File: src/rtl/ps2_keyboard_rx.sv
// PS/2 keyboard receiver: synchronises and deglitches the PS/2 lines, frames
// start/data/parity/stop bits, guards each frame with a watchdog and folds the
// E0 (extended) and F0 (break) prefixes into flags on a single key event.
module ps2_keyboard_rx #(
  parameter int FILT_LEN    = 8,
  parameter int TIMEOUT_CYC = 100000,
  parameter int PARITY_EN   = 1
) (
  input  logic       clk,
  input  logic       rst,
  input  logic       ps2_clk,
  input  logic       ps2_dat,
  output logic [7:0] key_code,
  output logic       key_ext,
  output logic       key_brk,
  output logic       key_valid,
  output logic       frame_err,
  output logic       busy
);

  localparam int FW = $clog2(FILT_LEN + 1);
  localparam int TW = $clog2(TIMEOUT_CYC + 1);

  typedef enum logic [1:0] {IDLE, DATA, PARITY, STOP} state_t;

  state_t        state, next_state;
  logic [1:0]    clk_sync, dat_sync;
  logic          clk_s, dat_s;
  logic [FW-1:0] filt_cnt;
  logic          filt_clk, filt_clk_d;
  logic          strobe;
  logic [TW-1:0] wd_cnt;
  logic          timeout;
  logic [2:0]    bit_cnt;
  logic [7:0]    shift;
  logic          par_bit;
  logic          ext_flag, brk_flag;
  logic          eval;
  logic          frame_bad;

  assign clk_s = clk_sync[1];
  assign dat_s = dat_sync[1];

  // Two-flop synchronisers for both raw pins; idle level of the bus is high.
  always_ff @(posedge clk or negedge rst) begin
    if (!rst) begin
      clk_sync <= 2'b11;
      dat_sync <= 2'b11;
    end else begin
      clk_sync <= {clk_sync[0], ps2_clk};
      dat_sync <= {dat_sync[0], ps2_dat};
    end
  end

  // Deglitch filter: the filtered clock only follows after FILT_LEN consecutive
  // samples disagree with it; any agreeing sample restarts the count.
  always_ff @(posedge clk or negedge rst) begin
    if (!rst) begin
      filt_cnt   <= '0;
      filt_clk   <= 1'b1;
      filt_clk_d <= 1'b1;
    end else begin
      filt_clk_d <= filt_clk;
      if (clk_s == filt_clk) begin
        filt_cnt <= '0;
      end else if (filt_cnt == FW'(FILT_LEN)) begin
        filt_clk <= clk_s;
        filt_cnt <= '0;
      end else begin
        filt_cnt <= filt_cnt + 1'b1;
      end
    end
  end

  assign strobe    = filt_clk_d & ~filt_clk;
  assign timeout   = (state != IDLE) && !strobe && (wd_cnt == TW'(TIMEOUT_CYC - 1));
  assign frame_bad = !dat_s || ((PARITY_EN != 0) && !(^{shift, par_bit}));

  // Watchdog counts cycles between strobes while a frame is in progress.
  always_ff @(posedge clk or negedge rst) begin
    if (!rst) begin
      wd_cnt <= '0;
    end else if (state == IDLE || strobe || timeout) begin
      wd_cnt <= '0;
    end else begin
      wd_cnt <= wd_cnt + 1'b1;
    end
  end

  // Frame state register.
  always_ff @(posedge clk or negedge rst) begin
    if (!rst) state <= IDLE;
    else      state <= next_state;
  end

  // Next-state logic: advances on strobes only; a strobe overrides the timeout.
  always_comb begin
    next_state = state;
    if (strobe) begin
      case (state)
        IDLE:    if (!dat_s) next_state = DATA;
        DATA:    if (bit_cnt == 3'd7) next_state = PARITY;
        PARITY:  next_state = STOP;
        STOP:    next_state = IDLE;
        default: next_state = IDLE;
      endcase
    end else if (timeout) begin
      next_state = IDLE;
    end
  end

  // FSM-derived outputs: busy level and the stop-bit evaluation strobe.
  always_comb begin
    busy = (state != IDLE);
    eval = strobe && (state == STOP);
  end

  // Bit capture: data shifts in LSB first, parity bit stored separately.
  always_ff @(posedge clk or negedge rst) begin
    if (!rst) begin
      bit_cnt <= '0;
      shift   <= '0;
      par_bit <= 1'b0;
    end else if (strobe) begin
      case (state)
        IDLE:    bit_cnt <= '0;
        DATA: begin
          shift   <= {dat_s, shift[7:1]};
          bit_cnt <= bit_cnt + 1'b1;
        end
        PARITY:  par_bit <= dat_s;
        default: ;
      endcase
    end
  end

  // Frame evaluation, prefix tracking and the registered key event outputs.
  always_ff @(posedge clk or negedge rst) begin
    if (!rst) begin
      key_code  <= '0;
      key_ext   <= 1'b0;
      key_brk   <= 1'b0;
      key_valid <= 1'b0;
      frame_err <= 1'b0;
      ext_flag  <= 1'b0;
      brk_flag  <= 1'b0;
    end else begin
      key_valid <= 1'b0;
      frame_err <= 1'b0;
      if (eval) begin
        if (frame_bad) begin
          frame_err <= 1'b1;
          ext_flag  <= 1'b0;
          brk_flag  <= 1'b0;
        end else begin
          case (shift)
            8'hE0: ext_flag <= 1'b1;
            8'hF0: brk_flag <= 1'b1;
            8'h00, 8'hFF: begin
              ext_flag <= 1'b0;
              brk_flag <= 1'b0;
            end
            default: begin
              key_code  <= shift;
              key_ext   <= ext_flag;
              key_brk   <= brk_flag;
              key_valid <= 1'b1;
              ext_flag  <= 1'b0;
              brk_flag  <= 1'b0;
            end
          endcase
        end
      end else if (timeout) begin
        frame_err <= 1'b1;
        ext_flag  <= 1'b0;
        brk_flag  <= 1'b0;
      end
    end
  end

endmodule

File: config.mk
export PLATFORM = sky130hd
export DESIGN_NAME = ps2_keyboard_rx
export DESIGN_NICKNAME = d
export VERILOG_FILES = /design/src/rtl/ps2_keyboard_rx.sv
export SDC_FILE = /design/constraint.sdc
export NUM_CORES = 1
export LEC_CHECK = 0
export CORE_MARGIN = 4
export CORE_UTILIZATION = 49
export CTS_CLUSTER_DIAMETER = 50
export CTS_CLUSTER_SIZE = 8
export DETAILED_ROUTE_END_ITERATION = 12
export HOLD_SLACK_MARGIN = 0.06
export PLACE_DENSITY = 0.64
export REMOVE_ABC_BUFFERS = 1
export SYNTH_ARGS = -nofsm -noshare
export SYNTH_HDL_FRONTEND = slang
export SYNTH_SLANG_ARGS = --single-unit
File: constraint.sdc
create_clock -name clk -period 4 [get_ports clk]
set_input_delay 0.8 -clock clk [delete_from_list [all_inputs] [get_ports clk]]
set_output_delay 0.8 -clock clk [all_outputs]
set_load 0.03 [all_outputs]
==> tab_implementation.tex <==
\begin{tabular}{lr}
\hline
Metric & Value \\
\hline
\multicolumn{2}{l}{\textbf{Run status}} \\
Result of the run & finished, final reports clean \\
\multicolumn{2}{l}{\textbf{Worst setup path}} \\
Worst Path Required & 4.19 ns \\
Critical path cell sequence & xnor2\_1 > xnor3\_2 > xor2\_2 > nor3\_2 > mux2\_2 \\
Crit path launch type & register \\
Source of the critical timing path & shift[2] \\
Slowest stage cell, crit path & nor3\_2 \\
Largest fanout on the critical path & 11 \\
Worst r2r src & shift[2] \\
Worst Path Class, Setup & register to register \\
Element type at the critical path end & register \\
R2r worst-path depth & 5 \\
CP peak stage delay & 0.81 ns \\
Data arrival time of the critical path & 2.87 ns \\
\multicolumn{2}{l}{\textbf{Floorplanning}} \\
Die area & 6450 µm² \\
Core Footprint & 5070 µm² \\
Horiz. Die Dim & 80.3 µm \\
Starting density of the core & 0.505 \\
Cell Rows & 26 \\
Number of top-level pins & 17 \\
Vert. Die Dim & 80.3 µm \\
\multicolumn{2}{l}{\textbf{Pwr}} \\
PwrDens & 392 nW/µm² \\
Highest ir drop seen on vdd & 0.209 mV \\
Power consumption & 1.13 mW \\
Leakage power figure & 1.28 nW \\
\multicolumn{2}{l}{\textbf{Clocking}} \\
CTS tree & built \\
Post-cts hold buffer count & 0 \\
Library cell used as clock root buffer & clkbuf\_8 \\
H-Tree Depth & 2 \\
Deepest clock path buffer count & 2 \\
Clock-pin slew reported for the worst setup and hold paths after clock tree synthesis & 0.09 ns \\
Number of sinks handled by clock tree synthesis & 55 \\
Buffers inserted by post-CTS timing repair & 0 \\
Skew-Pair Late Insertion Delay & 0.30 ns \\
CTS buffer count & 5 \\
Number of cells upsized or downsized after cts & 0 \\
\multicolumn{2}{l}{\textbf{Timing}} \\
Slew Limit Fails & 0 \\
Hold Vio Cnt, Final & 0 \\
Highest achievable clock rate & 0.374 GHz \\
Max Clock Skew & 0.00633 ns \\
Time the final worst path needs with I/O delays and setup & 2.68 ns \\
Unrepaired setup endpoints after global routing & no \\
Worst Tran Pin Value & 1.04 ns \\
Final setup violation count & 0 \\
Final period utilization & 0.669 \\
Worst slew margin relative to its limit & 0.306 \\
Setup Total Neg Slack & 0 ns \\
\multicolumn{2}{l}{\textbf{Final layout}} \\
Share of cells above drive strength 1 & 0.164 \\
Layout overhead on the synthesized area & 12.6\% \\
Final antenna diode count & 0 \\
Final core utilization & 0.569 \\
Number of nets in the layout & 257 \\
\multicolumn{2}{l}{\textbf{Routing}} \\
Detailed Route WL & 4.13 mm \\
Remaining number of nets flagged by the antenna check after routing & 0 \\
Router iterations before antenna repair & 4 \\
DR DRC count & 0 \\
Number of violations reported at the end of detailed-routing iteration 0 & 75 \\
Total via count in the routed design & 1583 \\
Per-cell via count in the routed design & 5.04 \\
Wire per inst & 13.2 µm \\
\multicolumn{2}{l}{\textbf{Placed design}} \\
PortBufs & 16 \\
Final estimated routing congestion in global placement & 0.789 \\
Final HPWL DP & 3.02 mm \\
\multicolumn{2}{l}{\textbf{Synth}} \\
Share of synthesized area spent on multiplexers & 0.0845 \\
Post-synthesis adder-cell area fraction & 0.0488 \\
Syn. warnings & 0 \\
Average cell area after synthesis & 11.5 µm² \\
Post-synth top flop & dfrtp\_1 \\
Total of flip-flops plus latches after synthesis & 55 \\
Share of flip-flops with an asynchronous set or reset & 1.00 \\
Number of enable flip-flop cells after synthesis & 0 \\
Area fraction in compound gates after synthesis & 0.0557 \\
Sequential share of the synthesized area & 0.540 \\
Main combinational cell family by area after synthesis & simple AND/OR/NAND/NOR gates \\
Simple-Gate Fraction of Synth Area & 0.155 \\
Post-synthesis instance total & 223 \\
Summed instance area of the synthesized netlist & 2560 µm² \\
Synthesized-area fraction occupied by xor and xnor cells & 0.0908 \\
Synth unique cells & 42 \\
\multicolumn{2}{l}{\textbf{Global route}} \\
Maximum number of pins on one net before global-route repair & 32 \\
Number of antenna violations at the first check in global routing & 0 \\
Remaining Overflow, GRT & 0 \\
Total global routing track utilization & 0.154 \\
Via count of the first global-routing pass & 1623 \\
Wire length of the first global-routing pass & 7.60 mm \\
\multicolumn{2}{l}{\textbf{Worst hold path}} \\
Hold path startpoint & dat\_sync[0] \\
Cells on Worst Hold Path & 0 \\
Hold Crit Class & register to register \\
\multicolumn{2}{l}{\textbf{Flow run}} \\
Number of maximum-capacitance violations & 0 \\
\hline
\end{tabular}
## where the power goes
part           leakage (nW)  switching, mW  internal (mW)
Combinational         0.488          0.120         0.0652
Sequential            0.743         0.0304          0.590
Clock                0.0515          0.168          0.158
## stage by stage
step / hold WS (ns) / std cells / instance area, µm² / setup WS [ns]
global route: 0.364 / 314 / 2890 / 1.13
global placement: 0.346 / 306 / 2790 / 1.38
detailed placement: 0.347 / 306 / 2790 / 1.32
floorplan: 0.345 / 219 / 2540 / 1.62
CTS: 0.362 / 314 / 2890 / 1.30
finish: 0.361 / 314 / 2890 / 1.32
## kinds of logic (layout without fill, tap and decap cells)
logic type	Yosys count	in the layout
muxes	17	17
adders and majority gates	10	10
and+or+nand+nor	82	82
buffers and inverters	14	35
xor gates and xnor gates	24	24
DFF	55	55
AOI/OAI and AO/OA	21	21
## placed cells by master (no fill, tap or decap), types with 7 or more instances in the layout
| cell type | instances |
|---|---|
| dfrtp_1 | 49 |
| nor2_1 | 27 |
| nand2_1 | 20 |
| clkdlybuf4s50_1 | 15 |
| xnor2_1 | 14 |
| inv_1 | 10 |
| ha_1 | 10 |
| nand3_1 | 9 |
| mux2_2 | 9 |
| xor2_1 | 8 |
| mux2_4 | 7 |
| clkbuf_8 | 7 |
## critical path: cells and delay by family (launching register included)
kind                      cells  cell delay [ns]
xor gates and xnor gates      3             0.88
and+or+nand+nor               1             0.81
DFF                           1             0.45
muxes                         1             0.42
## worst paths after layout
check,end,slack (ns)
worst max register to register,key_brk,1.32
min in group asynchronous,wd_cnt[11],0.47
worst min-delay path,dat_sync[1],0.36
max in group asynchronous,filt_clk,2.71
worst max-delay path,key_brk,1.32
worst min register to register,dat_sync[1],0.36
## flip-flops by register name, indices dropped and copies added (netlist names), 2 cells and up
register and count:
bit_cnt 3, clk_sync 2, dat_sync 2, filt_cnt 4, key_code 8, shift 8
state 2, wd_cnt 17
## layer usage
layer | up-vias | wire length, µm | part of all wire | global-route usage
met5 | - | 0 | 0 | 0
met4 | 0 | 59 | 0.014 | 0.0557
met3 | 5 | 120 | 0.029 | 0.0415
met2 | 13 | 1930 | 0.47 | 0.247
met1 | 757 | 2020 | 0.49 | 0.200
li1 | 808 | - | - | -
## cells in the mapped netlist, types with 2 or more instances
| cell type | count | area share |
|---|---|---|
| a21oi_1 | 5 | 0.0098 |
| a32o_1 | 2 | 0.0078 |
| and3_1 | 2 | 0.0049 |
| clkbuf_1 | 2 | 0.0029 |
| dfrtp_1 | 49 | 0.48 |
| dfstp_2 | 6 | 0.062 |
| ha_1 | 10 | 0.049 |
| inv_1 | 10 | 0.015 |
| mux2_2 | 9 | 0.040 |
| mux2_4 | 7 | 0.041 |
| nand2_1 | 20 | 0.029 |
| nand3_1 | 9 | 0.018 |
| nand4_1 | 2 | 0.0049 |
| nor2_1 | 27 | 0.040 |
| nor2b_1 | 2 | 0.0049 |
| nor3_1 | 5 | 0.0098 |
| nor4_1 | 5 | 0.012 |
| o21ai_0 | 6 | 0.012 |
| o2bb2ai_1 | 2 | 0.0068 |
| xnor2_1 | 14 | 0.048 |
| xor2_1 | 8 | 0.027 |
## layout make-up
cell class | instances | area [µm²]
fillers | 442 | 2190
flip-flops and latches | 55 | 1380
multi-input cells | 154 | 1110
repair buffers | 17 | 163
clock buffers | 8 | 100
well taps | 70 | 87.6
inverters | 10 | 37.5
Power figures use the tool's default switching activity.
